## config.mk

```make
export PLATFORM = sky130hd
export DESIGN_NAME = trial_sequencer
export DESIGN_NICKNAME = d
export VERILOG_FILES = /design/src/rtl/trial_sequencer.sv
export SDC_FILE = /design/constraint.sdc
export NUM_CORES = 1
export LEC_CHECK = 0
export BUFFER_PORTS_ARGS = -buffer_cell sky130_fd_sc_hd__buf_2
export CAP_MARGIN = 15
export CORE_MARGIN = 1
export CORE_UTILIZATION = 40
export DETAILED_ROUTE_END_ITERATION = 12
export GPL_ROUTABILITY_DRIVEN = 0
export RECOVER_POWER = 25
export SYNTH_ARGS = -nofsm -noshare
export SYNTH_HDL_FRONTEND = slang
export SYNTH_SLANG_ARGS = --single-unit
```

## constraint.sdc

```tcl
create_clock -name clk -period 1.9 [get_ports clk]
set_input_delay 0.095 -clock clk [delete_from_list [all_inputs] [get_ports clk]]
set_output_delay 0.095 -clock clk [all_outputs]
set_load 0.005 [all_outputs]
```

## src/rtl/trial_sequencer.sv

```systemverilog
// trial_sequencer: sequences trials (index, active window, goal/timeout end, rest gap) for one run
//   clk         in   system clock, rising edge
//   reset       in   asynchronous active-low reset
//   start_run   in   pulse, begins a run from IDLE or DONE
//   abort       in   synchronous return to IDLE, clears index and tallies
//   step_en     in   one network update step elapsed
//   goal_hit    in   agent reached goal (RUN only)
//   iTrial      out  current trial index, changes only when entering LOAD
//   active      out  high in RUN
//   trial_load  out  high in LOAD, iTrial is new and stable
//   trial_done  out  registered pulse in first REST cycle
//   rewarded    out  with trial_done: 1 = goal, 0 = timeout
//   steps_taken out  step count of the last finished trial
//   n_success   out  rewarded trials in the current run
//   run_done    out  high in DONE
`timescale 1ns/1ps
module trial_sequencer #(
   parameter int NTRIAL      = 260,
   parameter int MAX_STEPS   = 1000,
   parameter int REST_CYCLES = 16,
   parameter int STEP_W      = 16
) (
   input  logic              clk,
   input  logic              reset,
   input  logic              start_run,
   input  logic              abort,
   input  logic              step_en,
   input  logic              goal_hit,
   output logic [9:0]        iTrial,
   output logic              active,
   output logic              trial_load,
   output logic              trial_done,
   output logic              rewarded,
   output logic [STEP_W-1:0] steps_taken,
   output logic [9:0]        n_success,
   output logic              run_done
);
   localparam int RW = $clog2(REST_CYCLES + 1);
   typedef enum logic [2:0] {IDLE, LOAD, RUN, REST, DONE} state_t;
   state_t state, state_n;
   logic [STEP_W-1:0] step_cnt;
   logic [RW-1:0] rest_cnt;
   logic goal, tmo, rest_end, last, start_ok;
   always_ff @(posedge clk or negedge reset)
      if (!reset) state <= IDLE;
      else state <= state_n;
   always_comb begin
      goal     = state == RUN && goal_hit;
      tmo      = state == RUN && step_en && step_cnt == STEP_W'(MAX_STEPS - 1);
      rest_end = state == REST && rest_cnt == RW'(REST_CYCLES - 1);
      last     = iTrial == 10'(NTRIAL - 1);
      start_ok = start_run && (state == IDLE || state == DONE);
      state_n  = state;
      if (abort) state_n = IDLE;
      else
         unique case (state)
            IDLE:    state_n = start_run ? LOAD : IDLE;
            LOAD:    state_n = RUN;
            RUN:     state_n = (goal || tmo) ? REST : RUN;
            REST:    state_n = rest_end ? (last ? DONE : LOAD) : REST;
            DONE:    state_n = start_run ? LOAD : DONE;
            default: state_n = IDLE;
         endcase
   end
   always_ff @(posedge clk or negedge reset)
      if (!reset) begin
         iTrial      <= '0;
         step_cnt    <= '0;
         rest_cnt    <= '0;
         steps_taken <= '0;
         n_success   <= '0;
         trial_done  <= 1'b0;
         rewarded    <= 1'b0;
      end else begin
         trial_done <= 1'b0;
         rewarded   <= 1'b0;
         if (abort) begin
            iTrial      <= '0;
            step_cnt    <= '0;
            rest_cnt    <= '0;
            steps_taken <= '0;
            n_success   <= '0;
         end else begin
            if (start_ok) begin
               iTrial    <= '0;
               n_success <= '0;
            end
            if (state == LOAD) step_cnt <= '0;
            if (state == RUN) begin
               if (goal) begin
                  trial_done  <= 1'b1;
                  rewarded    <= 1'b1;
                  rest_cnt    <= '0;
                  n_success   <= n_success == 10'(NTRIAL) ? n_success : n_success + 10'd1;
                  // a step landing in the goal cycle still counts toward this trial
                  steps_taken <= (step_en && step_cnt != '1) ? step_cnt + STEP_W'(1) : step_cnt;
               end else if (tmo) begin
                  trial_done  <= 1'b1;
                  rest_cnt    <= '0;
                  steps_taken <= STEP_W'(MAX_STEPS);
               end else if (step_en && step_cnt != '1) step_cnt <= step_cnt + STEP_W'(1);
            end
            if (state == REST) begin
               rest_cnt <= rest_end ? '0 : rest_cnt + RW'(1);
               if (rest_end && !last) iTrial <= iTrial + 10'd1;
            end
         end
      end
   assign active     = state == RUN;
   assign trial_load = state == LOAD;
   assign run_done   = state == DONE;
endmodule

```

==> qor.yml <==
power_leakage_uw: 0.00227
stdcell_area_um2: 5090
peakVddDrop_mv: 0.499
status: "complete, but fails checks"
critPathMaxFanout: 5
grt_max_degree: 63
worst_slack_ps: -17.8
p_sw_share_pct: 26.1
max-slew-margin-rel_pct: 41.4
first_iter_violations: 260
hold_class: "in -> reg"
cp-start-kind: "flop"
cts_sinks: 62
clock-root-buffer: "clkbuf_8"
min_period_ps: 1920
synth-main-ff-cell: "dfrtp_1"
critPathRequiredTime_ps: 2130
yosys_register_bits: 62
finalClockSkew_ps: 14.5
rows: 34
clkLatencyLatePin_ps: 350
path_clk_slew_ps: 80
die_y_um: 98.8
synth_edf_count: 0
grt_pass1_vias: 3668
critPathKind: "reg -> reg"
hold_depth: 4
synth_cell_types: 55
synth_nets: 430
rsz0062_at_grt: "true"
arrival_ps: 2150
ant_nets: 0
firstDrtPassIters: 5
power_uw: 3020
finalWirelength_um: 11300
via_per_inst: 5.96
p_seq_share_pct: 44.7
overflow: 0
fmax_mhz: 521
die_w_um: 98.8
dieArea_um2: 9770
n_antenna_cell: 0
p_switching_uw: 788
io_pins: 47
setup_viol: 10
hpwl_um: 7540
yosysSeqAreaShare_pct: 41.4
htreeDepth: 3
p_per_area_nw_per_um2: 593
cp-end-kind: "flop"
vias: 3799
numCtsBuffers: 9
combinationalPowerShare_pct: 10.2
syn_area_per_cell_um2: 8.95
final_util_pct: 57.3
reg2reg_depth: 6
post-route-period-util_pct: 101
syn_area_um2: 3750
final_cell_mix: "buf_4 (75), dfrtp_1 (58), buf_2 (46)"
postPlaceCellArea_um2: 4560
core_area_um2: 8890
hold_violations: 0
drv_cap: 0
grt_usage_pct: 23.9
cts_tree: "built"
async_flop_share_pct: 100
antenna_found_initial: 0
final_common_cell: "buf_4"
drcViolationCount: 0
drive_gt1_share_pct: 38.6
final_nets: 535
grt_pass1_wl_um: 18500
initial_core_util_pct: 42.2
dp_slack_ps: -62.1
pwr-share-clk_pct: 45.1
p_int_uw: 2230
clockBufferDepth: 2
area_delta_synth_final_pct: 35.8
ys.warnings.count: 0
worstMarginPinSlew_ps: 880
violations: "setup timing"
io_buffers: 46
slew_viol_final: 0
avgRoutedWirePerCell_um: 17.7
syn_inst: 419
tns_ps: -99.3
## power groups by stage
stage | clock [µW] | combinational (µW) | sequential [µW]
after global routing | 1450 | 339 | 1350
after floorplan | 0 | 146 | 1380
after detailed placement | 0 | 291 | 1380
final | 1360 | 310 | 1350
after global placement | 0 | 285 | 1370
after CTS | 1390 | 304 | 1350
## final cells by class
cell class / count / area (µm²)
clock buffer: 10 / 138
clock inverter: 6 / 93.8
fill: 770 / 3800
inverter: 8 / 30.0
multi-input combinational: 313 / 2240
sequential: 62 / 1560
tap: 108 / 135
timing repair buffer: 130 / 902
## Yosys cell counts (all sizes together), types with 8 or more instances
library cell / instances / area share, %
clkbuf: 20 / 2.0
dfrtp: 62 / 41
nand2: 28 / 2.8
nand3: 24 / 3.2
o21ai: 13 / 1.7
xor2: 8 / 1.9
buf: 17 / 2.8
nor2: 44 / 4.4
o211ai: 14 / 2.8
a21oi: 17 / 2.3
nand4: 24 / 4.0
a31oi: 11 / 1.8
or3: 8 / 1.3
mux2: 11 / 3.3
nor3: 13 / 1.7
a22o: 8 / 1.9
## repair_timing
item | in CTS | in global routing
hold buffers | 1 | 0
gates resized for setup | 11 | 37
pin swaps | 3 | 19
endpoints found under the hold margin | 62 | 0
buffers inserted | 0 | 10
cloned | 1 | 0
setup endpoints to repair | 24 | 44
## state kept, by name, summed over array words and instances, names as in the netlist
signal,count
iTrial,10
n_success,10
rest_cnt,5
rewarded,1
state,3
step_cnt,16
steps_taken,16
trial_done,1
## through the flow
stage               instances  hold WS, ps
floorplan                 419         -201
global placement          609          135
finish                    637          107
CTS                       627          100
global route              637          133
detailed placement        609          143
## worst max-delay path: stages (launching register included)
cell,delay (ps)
dfrtp_1,420
ha_4,180
and4_4,180
and4_2,260
buf_4,160
or3_1,370
a32o_1,240
## kinds of logic (layout without fill, tap and decap cells)
logic type / Yosys count / in the layout / synth area share (%)
AO/OA/AOI/OAI: 86 / 87 / 15.9
buffers and inverters: 45 / 154 / 5.67
AND/OR/NAND/NOR: 194 / 194 / 28.2
flip-flops: 62 / 62 / 41.4
adder cells (fa/ha/maj): 5 / 5 / 1.67
multiplexers: 13 / 13 / 3.84
XOR/XNOR: 14 / 14 / 3.27
## worst paths after layout
| path | startpoint | to | slack [ps] |
|---|---|---|---|
| max | step_cnt[1] | steps_taken[12] | -20 |
| min | start_run | state[2] | 110 |
| max reg2reg | step_cnt[1] | steps_taken[12] | -20 |
| min reg2reg | steps_taken[12] | steps_taken[12] | 490 |
| max in group asynchronous | reset | step_cnt[14] | 750 |
| min in group asynchronous | reset | iTrial[2] | 510 |
## metal layers
layer	up-vias	global-route usage (%)	share of wire [%]
met3	12	6.45	5.5
met2	113	36.8	47
met1	1899	32.7	47
li1	1775	-	-
met4	0	7.12	1.2
met5	-	0	0
Power figures use the tool's default switching activity.
